File: src/rtl/cluster_sum_accumulator_pkg.sv
// Shared K-means constants and the accumulation-pass state encoding.
// The divider-side controller imports the same package, so the state enum
// and default widths are defined once here.
package kmeans_pkg;

  // Default clusters, component width, per-cluster sum and count widths.
  localparam int KM_K      = 16;
  localparam int KM_COMP_W = 8;
  localparam int KM_SUM_W  = 20;
  localparam int KM_CNT_W  = 12;
  // Cluster index width is fixed whatever K is.
  localparam int KM_IDX_W  = 4;

  // One accumulation pass: clear the lanes, accumulate a frame, then hold
  // results for the divider until it acknowledges.
  typedef enum logic [1:0] {
    ST_IDLE  = 2'd0,
    ST_CLEAR = 2'd1,
    ST_ACCUM = 2'd2,
    ST_DONE  = 2'd3
  } acc_state_e;

  // A full-count cluster of maximum-value components must still fit in a sum.
  function automatic bit sum_width_ok(input int comp_w, input int sum_w, input int cnt_w);
    longint max_sum;
    max_sum = ((longint'(1) << cnt_w) - 1) * ((longint'(1) << comp_w) - 1);
    return max_sum < (longint'(1) << sum_w);
  endfunction

endpackage

File: src/rtl/cluster_sum_accumulator_if.sv
// Pixel stream in, per-cluster results out.
//
// Handshake: a pixel beat transfers on a rising clk edge where pix_valid and
// pix_ready are both 1. The producer holds pix_cluster/pix_value/pix_last
// stable while pix_valid=1 and pix_ready=0; pix_ready does not depend on
// pix_valid. Results are meaningful while sums_valid=1 and stay frozen until
// ack is seen high on a rising edge; ack has no effect while sums_valid=0.
interface cluster_sum_accumulator_if #(
  parameter int K      = kmeans_pkg::KM_K,
  parameter int COMP_W = kmeans_pkg::KM_COMP_W,
  parameter int SUM_W  = kmeans_pkg::KM_SUM_W,
  parameter int CNT_W  = kmeans_pkg::KM_CNT_W
);

  logic                           pix_valid;
  logic                           pix_ready;
  logic [kmeans_pkg::KM_IDX_W-1:0] pix_cluster;
  logic [COMP_W-1:0]              pix_value;
  logic                           pix_last;

  logic                           sums_valid;
  logic                           ack;
  logic [K-1:0]                   en;
  logic [K*SUM_W-1:0]             sum_flat;
  logic [K*CNT_W-1:0]             count_flat;

  // Upstream assignment stage plus the downstream divider.
  modport master (
    output pix_valid, pix_cluster, pix_value, pix_last, ack,
    input  pix_ready, sums_valid, en, sum_flat, count_flat
  );

  // The accumulator itself.
  modport slave (
    input  pix_valid, pix_cluster, pix_value, pix_last, ack,
    output pix_ready, sums_valid, en, sum_flat, count_flat
  );

endinterface

File: src/rtl/cluster_sum_accumulator_lane.sv
// One cluster's running sum and pixel count. Clear wins over increment; a
// full count freezes both fields so neither wraps.
module cluster_acc_lane #(
  parameter int COMP_W = kmeans_pkg::KM_COMP_W,
  parameter int SUM_W  = kmeans_pkg::KM_SUM_W,
  parameter int CNT_W  = kmeans_pkg::KM_CNT_W
) (
  input  logic              clk,
  input  logic              reset,
  input  logic              clear_i,
  input  logic              inc_i,
  input  logic [COMP_W-1:0] value_i,
  output logic [SUM_W-1:0]  sum_o,
  output logic [CNT_W-1:0]  count_o,
  output logic              sat_o
);

  logic [SUM_W-1:0] sum_q, sum_d;
  logic [CNT_W-1:0] count_q, count_d;
  logic             sat;

  assign sat = (count_q == {CNT_W{1'b1}});

  // Next sum/count: clear, accumulate one beat, or hold when saturated.
  always_comb begin
    sum_d   = sum_q;
    count_d = count_q;
    if (clear_i) begin
      sum_d   = '0;
      count_d = '0;
    end else if (inc_i && !sat) begin
      sum_d   = sum_q + SUM_W'(value_i);
      count_d = count_q + CNT_W'(1);
    end
  end

  // Lane registers; reset discards any partial pass.
  always_ff @(posedge clk or negedge reset) begin
    if (!reset) begin
      sum_q   <= '0;
      count_q <= '0;
    end else begin
      sum_q   <= sum_d;
      count_q <= count_d;
    end
  end

  assign sum_o   = sum_q;
  assign count_o = count_q;
  assign sat_o   = sat;

endmodule

File: src/rtl/cluster_sum_accumulator.sv
// Per-cluster sum/count accumulator for one K-means frame pass. Decodes the
// cluster index of each accepted beat onto K lanes, tracks the pass state and
// a sticky error, and presents frozen results to the centroid divider.
module cluster_sum_accumulator
  import kmeans_pkg::*;
#(
  parameter int K      = kmeans_pkg::KM_K,
  parameter int COMP_W = kmeans_pkg::KM_COMP_W,
  parameter int SUM_W  = kmeans_pkg::KM_SUM_W,
  parameter int CNT_W  = kmeans_pkg::KM_CNT_W
) (
  input  logic                       clk,
  input  logic                       reset,
  input  logic                       start,
  cluster_sum_accumulator_if.slave   bus,
  output logic                       err,
  output acc_state_e                 dbg_state
);

  // Reject configurations that could wrap a sum or exceed the index range.
  if (!sum_width_ok(COMP_W, SUM_W, CNT_W)) begin : g_sum_w_bad
    $error("cluster_sum_accumulator: SUM_W too narrow for COMP_W/CNT_W");
  end
  if (K < 1 || K > (1 << KM_IDX_W)) begin : g_k_bad
    $error("cluster_sum_accumulator: K out of range");
  end

  acc_state_e state_q, state_d;
  logic       pix_ready, sums_valid, clear, accept;
  logic       in_range, sat_hit;
  logic       err_q, err_d;

  logic [K-1:0]     hit;
  logic [K-1:0]     lane_sat;
  logic [SUM_W-1:0] lane_sum [K];
  logic [CNT_W-1:0] lane_cnt [K];

  logic [K-1:0]       en_w;
  logic [K*SUM_W-1:0] sum_flat_w;
  logic [K*CNT_W-1:0] count_flat_w;

  // Pass state register.
  always_ff @(posedge clk or negedge reset) begin
    if (!reset) state_q <= ST_IDLE;
    else        state_q <= state_d;
  end

  // Next state: start only matters in IDLE, ack only in DONE.
  always_comb begin
    state_d = state_q;
    unique case (state_q)
      ST_IDLE:  if (start) state_d = ST_CLEAR;
      ST_CLEAR: state_d = ST_ACCUM;
      ST_ACCUM: if (accept && bus.pix_last) state_d = ST_DONE;
      ST_DONE:  if (bus.ack) state_d = ST_IDLE;
      default:  state_d = ST_IDLE;
    endcase
  end

  // State-decoded controls for the stream, the result qualifier and the lanes.
  always_comb begin
    pix_ready  = 1'b0;
    sums_valid = 1'b0;
    clear      = 1'b0;
    unique case (state_q)
      ST_CLEAR: clear      = 1'b1;
      ST_ACCUM: pix_ready  = 1'b1;
      ST_DONE:  sums_valid = 1'b1;
      default:  ;
    endcase
  end

  assign accept   = bus.pix_valid & pix_ready;
  assign in_range = ({1'b0, bus.pix_cluster} < (KM_IDX_W + 1)'(K));

  // One-hot lane select for the accepted beat; out-of-range beats hit nothing.
  always_comb begin
    hit = '0;
    for (int k = 0; k < K; k++) begin
      hit[k] = accept && in_range && (bus.pix_cluster == KM_IDX_W'(k));
    end
  end

  assign sat_hit = |(hit & lane_sat);

  // Sticky pass error: dropped index or a beat landing on a full count.
  always_comb begin
    err_d = err_q;
    if (clear) begin
      err_d = 1'b0;
    end else if (accept && (!in_range || sat_hit)) begin
      err_d = 1'b1;
    end
  end

  // Error register.
  always_ff @(posedge clk or negedge reset) begin
    if (!reset) err_q <= 1'b0;
    else        err_q <= err_d;
  end

  for (genvar k = 0; k < K; k++) begin : g_lane
    cluster_acc_lane #(
      .COMP_W (COMP_W),
      .SUM_W  (SUM_W),
      .CNT_W  (CNT_W)
    ) u_lane (
      .clk     (clk),
      .reset   (reset),
      .clear_i (clear),
      .inc_i   (hit[k]),
      .value_i (bus.pix_value),
      .sum_o   (lane_sum[k]),
      .count_o (lane_cnt[k]),
      .sat_o   (lane_sat[k])
    );
  end

  // Flatten lane registers and derive the non-empty cluster mask.
  always_comb begin
    en_w         = '0;
    sum_flat_w   = '0;
    count_flat_w = '0;
    for (int k = 0; k < K; k++) begin
      en_w[k]                        = |lane_cnt[k];
      sum_flat_w[k*SUM_W +: SUM_W]   = lane_sum[k];
      count_flat_w[k*CNT_W +: CNT_W] = lane_cnt[k];
    end
  end

  assign bus.pix_ready  = pix_ready;
  assign bus.sums_valid = sums_valid;
  assign bus.en         = en_w;
  assign bus.sum_flat   = sum_flat_w;
  assign bus.count_flat = count_flat_w;
  assign err            = err_q;
  assign dbg_state      = state_q;

endmodule

File: src/flat_wrapper.sv
// flat-port wrapper written by rule: the top's interface ports become plain ports
module cluster_sum_accumulator_flat import kmeans_pkg::*;
#(
  parameter int K      = kmeans_pkg::KM_K,
  parameter int COMP_W = kmeans_pkg::KM_COMP_W,
  parameter int SUM_W  = kmeans_pkg::KM_SUM_W,
  parameter int CNT_W  = kmeans_pkg::KM_CNT_W
)
  (clk, reset, start, err, dbg_state, bus_pix_valid, bus_pix_cluster, bus_pix_value, bus_pix_last, bus_ack, bus_pix_ready, bus_sums_valid, bus_en, bus_sum_flat, bus_count_flat);
  cluster_sum_accumulator_if #(.K(K), .COMP_W(COMP_W), .SUM_W(SUM_W), .CNT_W(CNT_W)) bus_i ();
  input  logic clk;
  input  logic reset;
  input  logic start;
  output logic err;
  output acc_state_e dbg_state;
  input wire logic [$bits(bus_i.pix_valid)-1:0] bus_pix_valid;
  input wire logic [$bits(bus_i.pix_cluster)-1:0] bus_pix_cluster;
  input wire logic [$bits(bus_i.pix_value)-1:0] bus_pix_value;
  input wire logic [$bits(bus_i.pix_last)-1:0] bus_pix_last;
  input wire logic [$bits(bus_i.ack)-1:0] bus_ack;
  output wire logic [$bits(bus_i.pix_ready)-1:0] bus_pix_ready;
  output wire logic [$bits(bus_i.sums_valid)-1:0] bus_sums_valid;
  output wire logic [$bits(bus_i.en)-1:0] bus_en;
  output wire logic [$bits(bus_i.sum_flat)-1:0] bus_sum_flat;
  output wire logic [$bits(bus_i.count_flat)-1:0] bus_count_flat;
  assign bus_i.pix_valid = bus_pix_valid;
  assign bus_i.pix_cluster = bus_pix_cluster;
  assign bus_i.pix_value = bus_pix_value;
  assign bus_i.pix_last = bus_pix_last;
  assign bus_i.ack = bus_ack;
  assign bus_pix_ready = bus_i.pix_ready;
  assign bus_sums_valid = bus_i.sums_valid;
  assign bus_en = bus_i.en;
  assign bus_sum_flat = bus_i.sum_flat;
  assign bus_count_flat = bus_i.count_flat;
  cluster_sum_accumulator #(.K(K), .COMP_W(COMP_W), .SUM_W(SUM_W), .CNT_W(CNT_W)) u_core (.clk(clk), .reset(reset), .start(start), .bus(bus_i), .err(err), .dbg_state(dbg_state));
endmodule
File: config.mk
export PLATFORM = sky130hd
export DESIGN_NAME = cluster_sum_accumulator_flat
export DESIGN_NICKNAME = d
export VERILOG_FILES = /design/src/rtl/cluster_sum_accumulator_pkg.sv /design/src/rtl/cluster_sum_accumulator_if.sv /design/src/rtl/cluster_sum_accumulator_lane.sv /design/src/rtl/cluster_sum_accumulator.sv /design/src/flat_wrapper.sv
export SDC_FILE = /design/constraint.sdc
export NUM_CORES = 1
export LEC_CHECK = 0
export ABC_CLOCK_PERIOD_IN_PS = 2800
export CELL_PAD_IN_SITES_DETAIL_PLACEMENT = 0
export CELL_PAD_IN_SITES_GLOBAL_PLACEMENT = 1
export CORE_ASPECT_RATIO = 1.1
export CORE_MARGIN = 3
export CORE_UTILIZATION = 41
export CTS_BUF_LIST = sky130_fd_sc_hd__clkbuf_4 sky130_fd_sc_hd__clkbuf_8 sky130_fd_sc_hd__clkbuf_16
export CTS_CLUSTER_SIZE = 10
export DETAILED_ROUTE_END_ITERATION = 10
export PLACE_DENSITY_LB_ADDON = 0.1
export REMOVE_ABC_BUFFERS = 1
export SYNTH_ARGS = -nofsm -noshare
export SYNTH_HDL_FRONTEND = slang
export SYNTH_HIERARCHICAL = 1
export SYNTH_SLANG_ARGS = --single-unit
File: constraint.sdc
create_clock -name clk -period 2.8 [get_ports clk]
set_input_delay 0.56 -clock clk [delete_from_list [all_inputs] [get_ports clk]]
set_output_delay 0.56 -clock clk [all_outputs]
set_load 0.01 [all_outputs]
==> results.txt, run 1 <==
----------------------------------------------------
[Layout]
  Proportion of layout cells with a drive suffix above 1 ... 0.108
  Most common library cell in the layout ignoring fill and taps ... clkdlybuf4s50_1
  Antenna cells ... 0
  Design Area, Final ... about 42000 um^2
  Area Overhead vs Synth ... 32.6%
  Commonest cells after routing, fill and taps aside ... 540 x clkdlybuf4s50_1, 515 x dfrtp_1, 348 x a21oi_1
  Final net count ... between 4k and 5k

[Synthesis]
  Combinational family with the most area after synthesis ... simple AND/OR/NAND/NOR gates
  Number of distinct library cell variants in the gate-level netlist after synthesis ... 65
  Cell count after synthesis ... about 3.5k
  Number of flops mapped to enable cells by yosys ... 0
  Post-synthesis share of cell area spent on full adders, half adders and majority gates ... 0.0686
  Synthesized-area fraction occupied by ao, oa, aoi and oai cells ... 0.168
  Top cell type's share of synthesized area ... 0.405
  Number of synthesized register bits ... between 500 and 600
  Post-synthesis sequential area ratio ... 0.405
  Share of cell area taken by muxes after synthesis ... 0.00731
  Cell type contributing the most total cell area after synthesis ... dfrtp_1
  Area share of and/or/nand/nor cells after synthesis ... 0.247
  Share of flip-flops with an asynchronous set or reset after synthesis ... 1.00
  Main flop type after synthesis ... dfrtp_1
  Average cell area after synthesis ... 9.09 um^2
  Xor and xnor fraction of the mapped netlist area ... 0.0693
  Number of warnings printed during yosys synthesis ... 6
  Leading post-synthesis cells by cell area ... dfrtp_1 40%, ha_1 5.9%, a21oi_1 5.5%
  Netlist area before placement ... 31800 um^2

[Floorplan]
  Height of the die ... just under 300 um
  Total Die Area ... 81000 um^2
  Core area ... 76500 um^2
  Number of top-level pins ... 551
  Die boundary width ... between 200 and 300 um
  Starting Density ... 0.416
  Rows ... 106

[Hold path]
  Class of the most critical hold timing path ... input pin to async pin

[Power]
  Sequential share of power ... 0.373
  Total power after layout ... approximately 21 mW
  Power share of the combinational group ... 0.240
  Switching pwr ... between 6 and 7 mW
  Internal cell power ... between 10 and 15 mW
  Max IR drop VDD ... about 0.00049 V
  Power per standard cell area ... roughly 500 nW/um^2
  Clock group share of total power ... 0.387
  Proportion of total power due to net switching ... 0.319
  Static Leakage ... around 17 nW

[Route]
  Drt via density ... around 5.7
  Drt first-iter violations ... between 1.5k and 2k
  Detailed Route WL ... 110 mm
  Antenna-violating nets left ... 0
  Routed wirelength normalized by instance count ... between 20 and 25 um
  First drt pass iteration count ... 5
  DR DRC count ... 0
  Detailed-route via count ... 30.2k

[Setup path]
  Delay contributed by the slowest stage of the critical path ... roughly 0.55 ns
  Kind of end point of the critical path ... flip-flop
  Critical path buffers and inverters ... 2
  Critical Path Source Type ... flip-flop
  Critical Setup Path Class ... flip-flop to flip-flop
  CP required ... 3.31 ns
  Largest delay contributor family on the critical path ... simple AND/OR/NAND/NOR gates
  Standard cell with the maximum stage delay on the critical path ... or4_1
  CP Data Arrival Time ... around 3.2 ns
  Highest net fanout along the worst path ... 14
  Sequence of cells on the critical path ... inv_1, ha_2, nand4b_1, buf_12, nor2_1, o31a_1, o211ai_4, or4_1, a21oi_1

[Placement]
  Dpl hpwl ... 81.2 mm
  Final estimated routing congestion in global placement ... between 0.8 and 0.9
  Pre-CTS setup slack ... -0.323 ns
  Quantity of I/O buffers inserted on ports ... 550
  Instance area at placement ... about 40000 um^2

[Flow run]
  Maximum capacitance violations ... 0

[STA]
  Fraction of the cycle the final worst path needs ... 0.958
  Post-route minimum period ... around 2.7 ns
  Final clock skew ... ~0.025 ns
  Maximum clock frequency ... about 370 MHz
  PnR worst setup slack ... ~0.12 ns
  Relative max-transition margin ... 0.391
  Setup TNS after final layout ... 0 ns
  Worst Tran Pin Value ... between 0.9 and 1 ns
  Max-slew violation count ... 0
  Hold violation total from the final report ... 0
  Setup-failing EPs final ... 0
  Worst-case hold slack ... between 0.5 and 0.6 ns

[CTS]
  Number of setup buffers added after CTS ... 0
  Clock tree from TritonCTS ... done
  Deepest clock path buffer count ... 3
  Root buffer selected by CTS ... clkbuf_16
  Number of clock sinks ... approximately 500
  H-tree levels ... 3
  Worst-path clk slew ... ~0.060 ns
  Insertion delay of the later-clocked pin in the worst-skew pair ... 0.59 ns
  Number of CTS-inserted buffers ... 66

[Global routing]
  Global-route wire length before repair ... about 170 mm
  Total routing usage reported by global routing ... 0.265
  Vias in the first global route ... approximately 29k
  Sum of overflow across all layers after global routing ... 0
  Pin count of the biggest net entering global routing ... 73
  Number of antenna violations at the first check in global routing ... 1

[Run status]
  Run status ... finished clean

----------------------------------------------------
cell families after synthesis:
family,after synthesis
xor+xnor,252
compound gates,829
buf+inv,220
simple gates,1500
mux,20
flops,515
fa+ha+maj,165
sequential cells by signal (all words and copies together), names as in the netlist:
register,count
u_core/g_lane.u_lane/count_o,192
u_core/dbg_state,2
u_core/g_lane.u_lane/sum_o,320
u_core/err,1
power by group through the flow:
stage          clock network (mW)  logic (mW)  registers, mW
2_1_floorplan                   0        1.34           7.89
4_1_cts                      8.36        5.07           7.83
3_5_place_dp                    0        5.05           7.96
5_1_grt                      8.64        5.49           7.85
3_3_place_gp                    0        5.04           7.96
6_report                     8.13        5.05           7.83
what timing repair did:
item	4_1_cts	5_1_grt
resized for setup	0	5
hold buffers	1	0
endpoints found under the hold margin	33	0
endpoints found under the setup margin	0	57
path summary, 6_finish.rpt:
path                                                   start  cells after the start                             endpoint  slack, ns
max in group asynchronous                              reset                      4  u_core/g_lane[6].u_lane/count_o[10]       1.46
hold / removal                                         reset                      2    u_core/g_lane[8].u_lane/sum_o[12]       0.52
hold reg to reg            u_core/g_lane[13].u_lane/sum_o[5]                      2    u_core/g_lane[13].u_lane/sum_o[5]       0.55
min in group clk                            bus_pix_value[0]                      4    u_core/g_lane[14].u_lane/sum_o[0]       0.54
setup reg to reg                         u_core/dbg_state[0]                      9    u_core/g_lane[1].u_lane/sum_o[14]       0.12
setup / recovery                         u_core/dbg_state[0]                      9    u_core/g_lane[1].u_lane/sum_o[14]       0.12
layer usage:
metal	GRT usage	wire length (um)
met1	0.351	48200
met2	0.435	52000
met3	0.0566	7090
met4	0.0768	3050
met5	0	13
synth_stat cells, drive strengths merged (64+ instances only):
library cell  instances
nand3               178
nor2                312
nor4                101
o31ai               105
buf                  64
xnor2               173
ha                  149
nor3                 81
nand4               138
a21oi               348
nand2               343
xor2                 79
o21ai               138
dfrtp               515
clkbuf               90
or4                 103
inv                  66
cell type report:
class                           count  area, um^2
Clock buffer                       92        1960
Clock inverter                      8        51.3
Fill cell                        7074       34300
Inverter                           66         248
Multi-Input combinational cell   2766       17900
Sequential cell                   515       12900
Tap cell                         1026        1280
Timing Repair Buffer              822        7910
worst reg2reg max path: stages, from the launching register on:
cell and delay (ns):
dfrtp_1 0.38, inv_1 0.11, ha_2 0.26, nand4b_1 0.18, buf_12 0.19, nor2_1 0.26
o31a_1 0.33, o211ai_4 0.19, or4_1 0.55, a21oi_1 0.15
per-stage QoR:
stage,cells,util
2_1_floorplan,3347,-
3_3_place_gp,5194,0.525
3_5_place_dp,5194,0.525
4_1_cts,5295,0.552
5_1_grt,5295,0.552
6_report,5295,0.552
No activity file was read; power rests on OpenSTA's default activity.
==> run 2, diff against run 1 <==
--- a/config.mk
+++ b/config.mk
@@ -14,7 +14,7 @@
 export CTS_BUF_LIST = sky130_fd_sc_hd__clkbuf_4 sky130_fd_sc_hd__clkbuf_8 sky130_fd_sc_hd__clkbuf_16
 export CTS_CLUSTER_SIZE = 10
 export DETAILED_ROUTE_END_ITERATION = 10
-export PLACE_DENSITY_LB_ADDON = 0.1
+export PLACE_DENSITY_LB_ADDON = 0.12
 export REMOVE_ABC_BUFFERS = 1
 export SYNTH_ARGS = -nofsm -noshare
 export SYNTH_HDL_FRONTEND = slang
==> results.txt, run 2 (synthesis gave the netlist of run 1 again) <==
----------------------------------------------------
[Global routing]
  Global-route wire length before repair ... 171 mm (-0.58%)
  Number of antenna violations at the first check in global routing ... 3 (+2)
  Total routing usage reported by global routing ... 0.262 (-0.00232)
  Sum of overflow across all layers after global routing ... 0 (unchanged)
  Vias in the first global route ... 28.7k (-1.1%)
  Pin count of the biggest net entering global routing ... 80 (+9.6%)

[Floorplan]
  Die boundary width ... 272 um (unchanged)
  Starting Density ... 0.416 (unchanged)
  Core area ... 76500 um^2 (unchanged)
  Rows ... 106 (unchanged)
  Height of the die ... 298 um (unchanged)
  Number of top-level pins ... 551 (unchanged)
  Total Die Area ... 81000 um^2 (unchanged)

[Route]
  Drt via density ... 5.65 (-0.97%)
  Drt first-iter violations ... 2130 (+14%)
  Antenna-violating nets left ... 0 (unchanged)
  Detailed-route via count ... 29.9k (-1.2%)
  First drt pass iteration count ... 5 (unchanged)
  Detailed Route WL ... 109 mm (-0.97%)
  DR DRC count ... 0 (unchanged)
  Routed wirelength normalized by instance count ... 20.7 um (-0.79%)

[Setup path]
  Critical Setup Path Class ... flip-flop to output pin
  Delay contributed by the slowest stage of the critical path ... 0.52 ns (-0.03 ns)
  Highest net fanout along the worst path ... 7 (-7)
  Critical Path Start ... u_core/g_lane[8].u_lane/count_o[0]
  Standard cell with the maximum stage delay on the critical path ... clkdlybuf4s50_1
  Sequence of cells on the critical path ... buf_4, nor4_1, nand3_1, clkdlybuf4s50_1
  Critical Path Source Type ... flip-flop
  Kind of end point of the critical path ... output pin
  Critical path buffers and inverters ... 2 (unchanged)
  Largest delay contributor family on the critical path ... buffers and inverters
  Launch point of the worst reg-to-reg path ... u_core/dbg_state[0]
  CP required ... 2.24 ns (-1.07 ns)
  CP Data Arrival Time ... 2.15 ns (-1.04 ns)

[Flow run]
  Maximum capacitance violations ... 0 (unchanged)

[Placement]
  Final estimated routing congestion in global placement ... 0.886 (+2.7%)
  Instance area at placement ... 40100 um^2 (-0.27%)
  Quantity of I/O buffers inserted on ports ... 550 (unchanged)
  Placed cell count ... 5194 (unchanged)
  Dpl hpwl ... 80.8 mm (-0.55%)

[Layout]
  Final net count ... 4415 (-0.11%)
  Area Overhead vs Synth ... 31.6%
  Proportion of layout cells with a drive suffix above 1 ... 0.106 (-0.00254)
  Commonest cells after routing, fill and taps aside ... 537 x clkdlybuf4s50_1, 515 x dfrtp_1, 348 x a21oi_1
  Largest register FFs ... 320 (unchanged)
  Design Area, Final ... 41900 um^2 (-0.80%)
  Filler Cell Count ... 7185 (+1.6%)
  Final non-filler cell total ... 5285 (-0.19%)
  Most common library cell in the layout ignoring fill and taps ... clkdlybuf4s50_1

[STA]
  Maximum clock frequency ... 369 MHz (-1.0%)
  Worst Tran Pin Value ... 0.900 ns (-0.00470 ns)
  Max-slew violation count ... 0 (unchanged)
  Setup TNS after final layout ... 0 ns (unchanged)
  Post-route minimum period ... 2.71 ns (+0.0275 ns)
  Final clock skew ... 0.0169 ns (-0.00843 ns)
  Relative max-transition margin ... 0.395 (+0.00316)
  Fraction of the cycle the final worst path needs ... 0.967 (+0.00981)
  Unrepaired setup endpoints after global routing ... no
  Setup-failing EPs final ... 0 (unchanged)
  Hold violation total from the final report ... 0 (unchanged)
  Worst-case hold slack ... 0.405 ns (-0.110 ns)

[Power]
  Power per standard cell area ... 484 nW/um^2 (-2.8%)
  Static Leakage ... 16.9 nW (-0.89%)
  Max IR drop VDD ... 0.000491 V (+0.51%)
  Total power after layout ... 20.3 mW (-3.5%)

[CTS]
  Number of clock sinks ... 515 (unchanged)
  Insertion delay of the later-clocked pin in the worst-skew pair ... 0.63 ns (+0.04 ns)
  Worst-path clk slew ... 0.06 ns (about the same)
  Root buffer selected by CTS ... clkbuf_16
  Clock tree from TritonCTS ... done
  Deepest clock path buffer count ... 3 (unchanged)
  Number of CTS-inserted buffers ... 61 (-7.6%)
  H-tree levels ... 2 (-1)
  Number of setup buffers added after CTS ... 0 (unchanged)

[Run status]
  Run status ... finished clean

[Hold path]
  Class of the most critical hold timing path ... input pin to async pin

----------------------------------------------------
## run 2: worst paths after layout
path / slack, ns / depth (start not counted) / end
worst max register to register: 0.18 / 10 / u_core/g_lane[1].u_lane/sum_o[16]
worst min-delay path: 0.41 / 2 / u_core/g_lane[1].u_lane/sum_o[17]
worst max-delay path: 0.09 / 4 / bus_en[8]
worst min register to register: 0.54 / 2 / u_core/g_lane[15].u_lane/sum_o[5]
max in group asynchronous: 1.40 / 3 / u_core/g_lane[14].u_lane/sum_o[6]
min in group clk: 0.54 / 2 / u_core/g_lane[15].u_lane/sum_o[5]
## run 2: report_power, final
part | leakage (nW) | switching (mW) | internal [mW]
Clock | 0.895 | 3.15 | 4.24
Sequential | 7.19 | 0.197 | 7.64
Combinational | 8.86 | 3.21 | 1.83
## run 2: metrics by stage
step	worst slack, ns	utilization
6_report	0.0914	0.547
5_1_grt	0.00596	0.547
4_1_cts	0.0250	0.547
3_5_place_dp	-0.444	0.524
3_3_place_gp	-0.408	0.524
2_1_floorplan	-10.18	-
## run 2: area by class of cell
type / count / area (um^2) / share of cell area
multi-input combinational: 2766 / 17900 / 0.427
sequential: 515 / 12900 / 0.308
timing repair buffer: 822 / 7800 / 0.186
clock buffer: 84 / 1740 / 0.0416
tap: 1026 / 1280 / 0.0306
inverter: 66 / 248 / 0.00591
clock inverter: 5 / 25.0 / 0.000597
antenna: 1 / 2.50 / 0.0000597
## run 2: timing repair
item                       4_1_cts  5_1_grt
gates resized for setup          5        5
hold buffers                     1        0
hold endpoints to repair        19        0
pin swaps                        1        1
setup endpoints to repair        5       23
## run 2: routing by layer
layer  vias up  part of all wire  routed length, um  GRT usage
met5         -           0.00025                 27          0
met3       145             0.065               7070     0.0615
li1      14500                 -                  -          -
met2       735              0.47              51500      0.431
met1     14500              0.44              47900      0.349
met4         4             0.026               2800     0.0659
==> run 3, diff against run 2 <==
--- a/config.mk
+++ b/config.mk
@@ -5,12 +5,13 @@
 export SDC_FILE = /design/constraint.sdc
 export NUM_CORES = 1
 export LEC_CHECK = 0
+export ABC_AREA = 1
 export ABC_CLOCK_PERIOD_IN_PS = 2800
 export CELL_PAD_IN_SITES_DETAIL_PLACEMENT = 0
 export CELL_PAD_IN_SITES_GLOBAL_PLACEMENT = 1
 export CORE_ASPECT_RATIO = 1.1
 export CORE_MARGIN = 3
-export CORE_UTILIZATION = 41
+export CORE_UTILIZATION = 40
 export CTS_BUF_LIST = sky130_fd_sc_hd__clkbuf_4 sky130_fd_sc_hd__clkbuf_8 sky130_fd_sc_hd__clkbuf_16
 export CTS_CLUSTER_SIZE = 10
 export DETAILED_ROUTE_END_ITERATION = 10
==> results.txt, run 3 <==
----------------------------------------------------
[Floorplan]
  Starting Density ... 0.407 (-0.00941)
  Height of the die ... 315 um (+5.7%)
  Rows ... 112 (+5.7%)
  Number of top-level pins ... 551 (unchanged)
  Total Die Area ... 90500 um^2 (+12%)
  Die boundary width ... 287 um (+5.7%)
  Core area ... 85500 um^2 (+12%)

[STA]
  Setup-failing EPs final ... 0 (unchanged)
  Setup TNS after final layout ... 0 ns (unchanged)
  Hold violation total from the final report ... 0 (unchanged)
  Final clock skew ... 0.0274 ns (+0.0105 ns)
  Fraction of the cycle the final worst path needs ... 0.970 (+0.00244)
  Relative max-transition margin ... 0.572 (+0.177)
  Maximum clock frequency ... 368 MHz (-0.25%)
  Worst-case hold slack ... 0.513 ns (+0.107 ns)
  Max-slew violation count ... 0 (unchanged)
  Worst Tran Pin Value ... 0.642 ns (-0.258 ns)
  Post-route minimum period ... 2.72 ns (+0.00682 ns)

[Synthesis]
  Top cell type's share of synthesized area ... 0.371 (-0.0340)
  Cell type contributing the most total cell area after synthesis ... dfrtp_1
  Combinational family with the most area after synthesis ... simple AND/OR/NAND/NOR gates
  Area share of and/or/nand/nor cells after synthesis ... 0.383 (+0.135)
  Leading cell types by count after synthesis ... 1330 x nand2_1, 709 x nor2_1, 585 x inv_1
  Share of flip-flops with an asynchronous set or reset after synthesis ... 1.00 (unchanged)
  Share of cell area taken by muxes after synthesis ... 0.00403 (-0.00328)
  Xor and xnor fraction of the mapped netlist area ... 0.0192 (-0.0502)
  Number of warnings printed during yosys synthesis ... 6 (unchanged)
  Netlist area before placement ... 34800 um^2 (+9.2%)
  Synthesized-area fraction occupied by ao, oa, aoi and oai cells ... 0.0759 (-0.0923)
  Dominant cell by count in the synthesized netlist ... nand2_1
  Number of distinct library cell variants in the gate-level netlist after synthesis ... 42 (-35%)
  Post-synthesis share of cell area spent on full adders, half adders and majority gates ... 0.0629 (-0.00577)
  Main flop type after synthesis ... dfrtp_1
  Cell count after synthesis ... 4825 (+38%)
  Leading post-synthesis cells by cell area ... dfrtp_1 37%, nand2_1 14%, nor2_1 7.7%
  Number of synthesized register bits ... 515 (unchanged)
  Post-synthesis sequential area ratio ... 0.371 (-0.0340)
  Average cell area after synthesis ... 7.20 um^2 (-21%)
  Number of flops mapped to enable cells by yosys ... 0 (unchanged)

[CTS]
  Number of setup buffers added after CTS ... 0 (unchanged)
  Insertion delay of the later-clocked pin in the worst-skew pair ... 0.61 ns (-0.02 ns)
  Deepest clock path buffer count ... 3 (unchanged)
  Number of clock sinks ... 515 (unchanged)
  Number of CTS-inserted buffers ... 66 (+8.2%)
  Root buffer selected by CTS ... clkbuf_16
  Clock tree from TritonCTS ... done
  H-tree levels ... 3 (+1)
  Worst-path clk slew ... 0.05 ns (about the same)

[Setup path]
  Critical Path Source Type ... flip-flop
  Highest net fanout along the worst path ... 2 (-5)
  Launch point of the worst reg-to-reg path ... u_core/dbg_state[0]
  Critical Setup Path Class ... flip-flop to output pin
  Kind of end point of the critical path ... output pin
  CP Data Arrival Time ... 2.16 ns (about the same)
  CP required ... 2.24 ns (about the same)
  Critical Path Start ... u_core/g_lane[11].u_lane/count_o[9]

[Layout]
  Largest register FFs ... 320 (unchanged)
  Commonest cells after routing, fill and taps aside ... 1330 x nand2_1, 709 x nor2_1, 585 x inv_1
  Design Area, Final ... 44400 um^2 (+6.0%)
  Area used by multi-input combinational logic ... 19000 um^2 (+6.0%)
  Final net count ... 5685 (+29%)
  Antenna cells ... 0 (-1)
  Area Overhead vs Synth ... 27.7%
  FF/Latch Area ... 12900 um^2 (unchanged)
  Proportion of layout cells with a drive suffix above 1 ... 0.0929 (-0.0130)
  Filler Cell Count ... 8484 (+18%)
  Post-Route Utilization ... 0.519 (-0.0281)
  Most common library cell in the layout ignoring fill and taps ... nand2_1

[Run status]
  Run status ... finished clean

[Route]
  Drt first-iter violations ... 2147 (+0.80%)
  Drt via density ... 5.06 (-10%)
  DR DRC count ... 0 (unchanged)
  Detailed-route via count ... 33.8k (+13%)
  Antenna-violating nets left ... 0 (unchanged)
  First drt pass iteration count ... 6 (+1)
  Routed wirelength normalized by instance count ... 17.8 um (-14%)
  Detailed Route WL ... 119 mm (+9.0%)

[Power]
  Power per standard cell area ... 493 nW/um^2 (+1.9%)
  Clock group share of total power ... 0.390 (+0.025)
  Static Leakage ... 21.1 nW (+25%)
  Switching pwr ... 7.31 mW (+12%)
  Power share of the combinational group ... 0.250 (about the same)
  Proportion of total power due to net switching ... 0.334 (+0.0106)
  Internal cell power ... 14.6 mW (+6.3%)
  Max IR drop VDD ... 0.000341 V (-31%)
  Sequential share of power ... 0.359 (-0.028)

[Global routing]
  Total routing usage reported by global routing ... 0.258 (-0.00435)
  Sum of overflow across all layers after global routing ... 0 (unchanged)
  Number of antenna violations at the first check in global routing ... 0 (-3)
  Vias in the first global route ... 31.8k (+11%)
  Global-route wire length before repair ... 184 mm (+7.9%)
  Pin count of the biggest net entering global routing ... 57 (-29%)

[Placement]
  Quantity of I/O buffers inserted on ports ... 550 (unchanged)
  Dpl hpwl ... 89.8 mm (+11%)
  Instance area at placement ... 42200 um^2 (+5.3%)
  Final estimated routing congestion in global placement ... 0.869 (-1.9%)

[Flow run]
  Maximum capacitance violations ... 0 (unchanged)

[Hold path]
  Beginning of the worst hold path ... u_core/g_lane[8].u_lane/sum_o[5]
  Class of the most critical hold timing path ... flip-flop to flip-flop

----------------------------------------------------
run 3: cell count changes in the layout (fill, tap and decap cells not counted), sizes merged, moves of 42 or more:
cell,before,now
inv,66,616
o21ai,138,213
a22o,0,43
xnor2,173,32
or3,54,0
o31ai,105,14
buf,280,131
nand2,343,1381
a211oi,42,0
a21oi,348,150
nand3,178,417
nor4,101,48
or4,103,0
nor2,312,749
run 3: what timing repair did:
action / CTS / global route
hold buffers: 1 / 0
hold endpoints to repair: 37 / 0
resized for setup: 5 / 2
cloned: 0 / 0
endpoints found under the setup margin: 5 / 1
run 3: logic make-up after synthesis:
| family | after synthesis |
|---|---|
| adder cells (fa/ha/maj) | 165 |
| XOR/XNOR | 76 |
| flip-flops | 515 |
| AO/OA/AOI/OAI | 453 |
| buffers and inverters | 681 |
| multiplexers | 14 |
| AND/OR/NAND/NOR | 2921 |
run 3: cell type report:
class | count | share of cell area
inverter | 617 | 0.0530
sequential | 515 | 0.290
timing repair buffer | 673 | 0.149
clock buffer | 106 | 0.0479
tap | 1140 | 0.0321
clock inverter | 3 | 0.000423
multi-input combinational | 3629 | 0.427
run 3: per-stage QoR:
stage | cells | power, mW | setup WS, ns
finish | 6683 | 21.9 | 0.0846
global route | 6683 | 23.0 | -0.0158
CTS | 6683 | 22.2 | 0.0127
detailed placement | 6573 | 13.5 | 0.127
global placement | 6573 | 13.5 | 0.144
floorplan | 4761 | 11.0 | -0.351
run 3: layer usage:
metal / track usage / wire length [um] / up-vias
met5: 0 / 0 / -
li1: - / - / 17000
met4: 0.0756 / 3060 / 0
met1: 0.338 / 51800 / 15800
met2: 0.428 / 56500 / 860
met3: 0.0547 / 7690 / 148
run 3: path summary, 6_finish.rpt:
check / end / slack, ns / cells past startpoint
worst max-delay path: bus_en[11] / 0.08 / 3
worst min-delay path: u_core/g_lane[8].u_lane/sum_o[5] / 0.51 / 2
worst max register to register: u_core/g_lane[10].u_lane/sum_o[2] / 0.46 / 11
worst min register to register: u_core/g_lane[8].u_lane/sum_o[5] / 0.51 / 2
max in group asynchronous: u_core/g_lane[13].u_lane/sum_o[6] / 1.32 / 3
min in group asynchronous: u_core/g_lane[14].u_lane/sum_o[12] / 0.57 / 2
run 3: critical path, cell delays in order, from the launching register on:
cell	delay, ns
dfrtp_1	0.40
nor4_2	0.50
nand3_1	0.14
clkdlybuf4s50_1	0.52
run 3: power groups by stage:
stage	Sequential, mW	Clock, mW	Combinational [mW]
finish	7.87	8.54	5.48
global placement	7.99	0	5.46
global route	7.89	9.10	6.06
floorplan	7.98	0	2.99
detailed placement	7.99	0	5.49
CTS	7.86	8.79	5.51
